--- src/rtl/if_stage_if.sv ---
// Instruction-memory fetch bus: single-outstanding req/ack with word address and read data.
// Combinational bundle; the fetch stage is master, the memory is slave.
interface if_stage_if #(
    parameter int PC_WIDTH   = 30,
    parameter int INSN_WIDTH = 32
);
    logic                  req;
    logic [PC_WIDTH-1:0]   addr;
    logic                  ack;
    logic [INSN_WIDTH-1:0] rdata;

    modport master (output req, addr, input  ack, rdata);
    modport slave  (input  req, addr, output ack, rdata);
endinterface

--- src/rtl/if_stage.sv ---
// Instruction fetch: word PC, single-outstanding imem req/ack, registered if_* toward the decoder.
// Latency: ack cycle -> if_* valid next edge; one instruction per ack in steady state.
// Backpressure: stall freezes if_*, an ack taken during stall parks in a 1-entry skid (HOLD).
module if_stage #(
    parameter int                    PC_WIDTH   = 30,
    parameter int                    INSN_WIDTH = 32,
    parameter logic [PC_WIDTH-1:0]   RESET_PC   = '0,
    parameter logic [INSN_WIDTH-1:0] NOP_INSN   = 32'h0000_0013
) (
    input  logic                  clk,
    input  logic                  reset,
    input  logic                  stall,
    input  logic                  br_taken,
    input  logic [PC_WIDTH-1:0]   br_addr,
    if_stage_if.master            imem,
    output logic [PC_WIDTH-1:0]   if_pc,
    output logic [INSN_WIDTH-1:0] if_insn,
    output logic                  if_en
);

    typedef enum logic [1:0] {IDLE, FETCH, HOLD, DROP} state_t;

    state_t                state_q, state_d;
    logic [PC_WIDTH-1:0]   pc_q, pc_d;
    logic [PC_WIDTH-1:0]   addr_q, addr_d;
    logic [PC_WIDTH-1:0]   skid_pc_q, skid_pc_d;
    logic [INSN_WIDTH-1:0] skid_insn_q, skid_insn_d;
    logic [PC_WIDTH-1:0]   if_pc_d;
    logic [INSN_WIDTH-1:0] if_insn_d;
    logic                  if_en_d;
    logic                  req_w;

    assign req_w     = (state_q == FETCH) || (state_q == DROP);
    assign imem.req  = req_w;
    assign imem.addr = addr_q;

    always_comb begin
        state_d     = state_q;
        pc_d        = pc_q;
        skid_pc_d   = skid_pc_q;
        skid_insn_d = skid_insn_q;
        if_pc_d     = if_pc;
        if_insn_d   = if_insn;
        if_en_d     = if_en;

        if (br_taken) begin
            // Redirect wins over stall and ack; an un-acked request must still be drained.
            pc_d      = br_addr;
            if_en_d   = 1'b0;
            if_insn_d = NOP_INSN;
            state_d   = (req_w && !imem.ack) ? DROP : FETCH;
        end else begin
            case (state_q)
                IDLE: state_d = FETCH;
                FETCH: begin
                    if (imem.ack) begin
                        pc_d = pc_q + PC_WIDTH'(1);
                        if (stall) begin
                            skid_pc_d   = pc_q;
                            skid_insn_d = imem.rdata;
                            state_d     = HOLD;
                        end else begin
                            if_pc_d   = pc_q;
                            if_insn_d = imem.rdata;
                            if_en_d   = 1'b1;
                        end
                    end else if (!stall) begin
                        if_en_d   = 1'b0;
                        if_insn_d = NOP_INSN;
                    end
                end
                HOLD: begin
                    if (!stall) begin
                        if_pc_d   = skid_pc_q;
                        if_insn_d = skid_insn_q;
                        if_en_d   = 1'b1;
                        state_d   = FETCH;
                    end
                end
                DROP: begin
                    if (imem.ack) state_d = FETCH;
                end
                default: state_d = IDLE;
            endcase
        end

        // The address register follows the PC except while draining a killed request.
        addr_d = (state_d == DROP) ? addr_q : pc_d;
    end

    always_ff @(posedge clk or negedge reset) begin
        if (!reset) begin
            state_q     <= IDLE;
            pc_q        <= RESET_PC;
            addr_q      <= RESET_PC;
            skid_pc_q   <= '0;
            skid_insn_q <= '0;
            if_pc       <= '0;
            if_insn     <= NOP_INSN;
            if_en       <= 1'b0;
        end else begin
            state_q     <= state_d;
            pc_q        <= pc_d;
            addr_q      <= addr_d;
            skid_pc_q   <= skid_pc_d;
            skid_insn_q <= skid_insn_d;
            if_pc       <= if_pc_d;
            if_insn     <= if_insn_d;
            if_en       <= if_en_d;
        end
    end

endmodule

--- src/flat_wrapper.sv ---
// flat-port wrapper written by rule: the top's interface ports become plain ports
module if_stage_flat 
#(
    parameter int                    PC_WIDTH   = 30,
    parameter int                    INSN_WIDTH = 32,
    parameter logic [PC_WIDTH-1:0]   RESET_PC   = '0,
    parameter logic [INSN_WIDTH-1:0] NOP_INSN   = 32'h0000_0013
)
  (clk, reset, stall, br_taken, br_addr, if_pc, if_insn, if_en, imem_req, imem_addr, imem_ack, imem_rdata);
  if_stage_if #(.PC_WIDTH(PC_WIDTH), .INSN_WIDTH(INSN_WIDTH)) imem_i ();
  input  logic clk;
  input  logic reset;
  input  logic stall;
  input  logic br_taken;
  input  logic [PC_WIDTH-1:0] br_addr;
  output logic [PC_WIDTH-1:0] if_pc;
  output logic [INSN_WIDTH-1:0] if_insn;
  output logic if_en;
  output wire logic [$bits(imem_i.req)-1:0] imem_req;
  output wire logic [$bits(imem_i.addr)-1:0] imem_addr;
  input wire logic [$bits(imem_i.ack)-1:0] imem_ack;
  input wire logic [$bits(imem_i.rdata)-1:0] imem_rdata;
  assign imem_req = imem_i.req;
  assign imem_addr = imem_i.addr;
  assign imem_i.ack = imem_ack;
  assign imem_i.rdata = imem_rdata;
  if_stage #(.PC_WIDTH(PC_WIDTH), .INSN_WIDTH(INSN_WIDTH), .RESET_PC(RESET_PC), .NOP_INSN(NOP_INSN)) u_core (.clk(clk), .reset(reset), .stall(stall), .br_taken(br_taken), .br_addr(br_addr), .imem(imem_i), .if_pc(if_pc), .if_insn(if_insn), .if_en(if_en));
endmodule
--- config.mk ---
export PLATFORM = sky130hd
export DESIGN_NAME = if_stage_flat
export DESIGN_NICKNAME = d
export VERILOG_FILES = /design/src/rtl/if_stage_if.sv /design/src/rtl/if_stage.sv /design/src/flat_wrapper.sv
export SDC_FILE = /design/constraint.sdc
export NUM_CORES = 1
export LEC_CHECK = 0
export CAP_MARGIN = 20
export CELL_PAD_IN_SITES_DETAIL_PLACEMENT = 1
export CELL_PAD_IN_SITES_GLOBAL_PLACEMENT = 2
export CORE_ASPECT_RATIO = 0.75
export CORE_MARGIN = 2
export CORE_UTILIZATION = 34
export CTS_BUF_LIST = sky130_fd_sc_hd__clkbuf_16
export CTS_CLUSTER_SIZE = 40
export DETAILED_ROUTE_END_ITERATION = 6
export PLACE_DENSITY_LB_ADDON = 0.2
export RECOVER_POWER = 25
export SKIP_LAST_GASP = 1
export SYNTH_ARGS = -nofsm -noshare
export SYNTH_HDL_FRONTEND = slang
export SYNTH_SLANG_ARGS = --single-unit
--- constraint.sdc ---
create_clock -name clk -period 2.46 [get_ports clk]
set_input_delay 0.615 -clock clk [delete_from_list [all_inputs] [get_ports clk]]
set_output_delay 0.615 -clock clk [all_outputs]
set_load 0.005 [all_outputs]
==> impl_results.md <==
- Lkg Pwr: 0.00459 µW
- Top cells by area, synth: dfrtp_1, mux2_2, mux2i_1
- Failing checks: max-capacitance violations, max-slew violations
- Clock slew at reported path FFs: 60 ps
- Sum of negative setup slack: 0 ps
- Share of the synthesized area in the top cell type: 0.556
- Drt pass-1 iters: 4
- Design area: 11200 µm²
- Critical Path Stages: 5
- Max-Cap Viols: 1
- Critical path arrival: 2540 ps
- Number of CTS-inserted buffers: 17
- Clock Power Share: 0.346
- Area grow syn2layout: 35.8%
- Comb power frac: 0.200
- Syn Nets: 804
- Io pins: 161
- Crit Path Max Fanout: 35
- Gate Count Post-Synth: 736
- First-pass GRT wire length: 39400 µm
- # placed instances: 1197
- Root Buffer: clkbuf_16
- Die width: 184 µm
- Htree depth: 4
- Clock Skew: 9.07 ps
- Ant diodes: 0
- Status: finished, violations left
- Largest net degree at the start of global routing: 76
- Crit path max-delay family: flip-flops
- Antenna violations before repair: 0
- Vias: 6330
- DPL Wire Length: 17300 µm
- Critical path buffers and inverters: 1
- Row count: 49
- GPL Wtd Cong: 0.848
- DR top layer: met4
- Slowest library cell on the worst path: dfrtp_1
- Final hold violations: 0
- Die Ht: 139 µm
- Via-to-Cell Ratio: 5.16
- Hold_buf cts: 0
- Reg power frac: 0.454
- Hold depth: 2
- Fill count: 2542
- Post-CTS Setup Bufs: 0
- Clk Latency, worst-skew pair: 430 ps
- Post-route DRC violation count: 0
- Critical path class: reg -> reg
- Fin. max-slew vios: 74
- Port bufs: 160
- Post-route clock period utilization: 0.897
- Max_slew headroom: -0.387
- Routed Antenna Nets: 0
- Synth cell types: 48
- TritonCTS clock tree: done
- Initial core utilization: 0.346
- Nets: 978
- CP peak stage delay: 570 ps
- TritonCTS sink count: 187
- Synth area leader: dfrtp_1
- Synth Warn #: 0
- Max Freq: 453 MHz
- Global-route usage over all layers: 0.197
- RSZ-0062 raised after global routing: no
- Syn Std Cell Area: 8270 µm²
- Vias in the first global route: 7006
- HP Class: reg -> reg
- Met3 routed WL: 953 µm
- R2R depth: 5
- Worst IR drop on VDD: 442 µV
- Initial drt markers: 247
- Core area: 23900 µm²
- Cell chain of the critical path: nor2b_4 > buf_4 > nor2b_1 > a2111oi_0 > a21oi_1
- Total gr overflow: 0
- Sw Ratio: 0.261
- NetSw: 2380 µW
- # setup viols final: 0
- Crit end category: register
- Asr flop ratio synth: 1.00
- PostCTS Resize Cnt: 0
- Crit start category: register
- Register area share after synthesis: 0.566
- Main flop type after synthesis: dfrtp_1
- Fin util: 0.470
- Power Density: 810 nW/µm²
- Die area: 25600 µm²
- Internal power: 6720 µW
- Worst-Margin Slew: 2080 ps
- Post-synth EDFFs: 0
- Min cycle time layout: 2210 ps
- Final cell count without fillers: 1227
- #FFs+latches synth: 187
- Critical Path RT: 2790 ps
- WL final: 24300 µm
- Drt wl/cell: 19.8 µm
- Met1 WL: 11600 µm
- Routed length on met2: 11500 µm
- Share of cells above drive strength 1: 0.187
- Maximum clock insertion buffer count: 2
- Total power: 9090 µW
- Post-DP Area: 10600 µm²
- Avg Synthesized Cell Area: 11.2 µm²
==> worst reg2reg max path, stage by stage (launching register included) <==
cell	delay (ps)
dfrtp_1	570
nor2b_4	280
buf_4	530
nor2b_1	180
a2111oi_0	470
a21oi_1	80
==> final cells by class <==
| class | instances | area (µm²) | area share |
|---|---|---|---|
| inverter | 14 | 52.6 | 0.00468 |
| multi-input combinational | 485 | 3380 | 0.301 |
| clock inverter | 13 | 238 | 0.0212 |
| timing repair buffer | 205 | 2070 | 0.185 |
| tap | 306 | 383 | 0.0341 |
| sequential | 187 | 4680 | 0.417 |
| clock buffer | 17 | 425 | 0.0379 |
==> per-layer routing <==
metal,vias up,GRT usage
met5,-,0
met1,3231,0.278
met4,0,0.0472
met3,18,0.0362
li1,2958,-
met2,123,0.316
==> registers in the layout (all words and copies together) (netlist names) <==
| signal | cells |
|---|---|
| u_core.state_q | 2 |
| u_core.imem.addr | 30 |
| u_core.if_pc | 30 |
| u_core.pc_q | 30 |
| u_core.skid_insn_q | 32 |
| u_core.if_en | 1 |
| u_core.if_insn | 32 |
| u_core.skid_pc_q | 30 |
==> cells in the mapped netlist (6+ instances only) <==
| cell type | count |
|---|---|
| a31oi_1 | 10 |
| xnor2_1 | 9 |
| nand3_1 | 8 |
| o31ai_1 | 17 |
| clkbuf_1 | 39 |
| or3_1 | 6 |
| nor4_1 | 7 |
| and3_1 | 7 |
| nor2b_1 | 7 |
| o21ai_0 | 66 |
| nor2_1 | 31 |
| nand4_1 | 11 |
| nor3_1 | 9 |
| inv_1 | 14 |
| dfrtp_1 | 184 |
| mux2i_1 | 54 |
| nand2_1 | 97 |
| buf_1 | 9 |
| a21oi_1 | 16 |
| mux2_2 | 87 |
==> placed cells by master, fill, tap and decap left out, types with 4 or more instances in the layout <==
master           count
dfrtp_1            184
clkdlybuf4s50_1    159
nand2_1             97
mux2_2              87
o21ai_0             65
mux2i_1             54
nor2_1              31
buf_4               29
o31ai_1             17
clkbuf_16           17
a21oi_1             16
inv_1               15
buf_12              12
nand4_1             11
a31oi_1             10
nor3_1               9
xnor2_1              9
nand3_1              8
nor2b_1              6
nor4_1               6
and3_1               6
or3_1                6
bufinv_16            6
clkbuf_2             5
o211ai_1             4
nand2b_1             4
or4_1                4
==> power groups by stage <==
stage          combinational, µW  clock, µW  sequential (µW)
2_1_floorplan                800          0             4080
3_3_place_gp                1780          0             4130
3_5_place_dp                1850          0             4180
4_1_cts                     1860       3220             4130
5_1_grt                     2010       3350             4220
6_report                    1820       3150             4120
==> cells by family (layout without fill, tap and decap cells) <==
logic type                 count (synthesis)  after routing  synth area share
AOI/OAI and AO/OA                        132            132            0.0953
muxes                                    141            141             0.184
adders and majority gates                  1              1           0.00151
xor gates and xnor gates                  11             11            0.0116
and+or+nand+nor                          200            200             0.113
buffers and inverters                     64            249            0.0293
DFF                                      187            187             0.566
==> worst paths after layout <==
kind                                          startpoint                               end  slack, ps
min in group asynchronous                          reset      u_core.if_pc[17]$_DFFE_PN0P_        780
hold / removal             u_core.if_insn[4]$_DFFE_PN1P_     u_core.if_insn[4]$_DFFE_PN1P_        470
setup reg to reg             u_core.state_q[1]$_DFF_PN0_     u_core.if_insn[1]$_DFFE_PN1P_        250
setup / recovery             u_core.state_q[1]$_DFF_PN0_     u_core.if_insn[1]$_DFFE_PN1P_        250
max in group asynchronous                          reset  u_core.imem.addr[16]$_DFFE_PN0P_        460
hold reg to reg            u_core.if_insn[4]$_DFFE_PN1P_     u_core.if_insn[4]$_DFFE_PN1P_        470
==> per-stage QoR <==
| stage | setup WS (ps) | hold slack [ps] |
|---|---|---|
| after floorplan | 257 | 319 |
| after global placement | -28.7 | 453 |
| after detailed placement | -91.6 | 462 |
| after CTS | 216 | 236 |
| after global routing | 74.4 | 489 |
| final | 254 | 470 |
(Power assumes the default switching activity.)
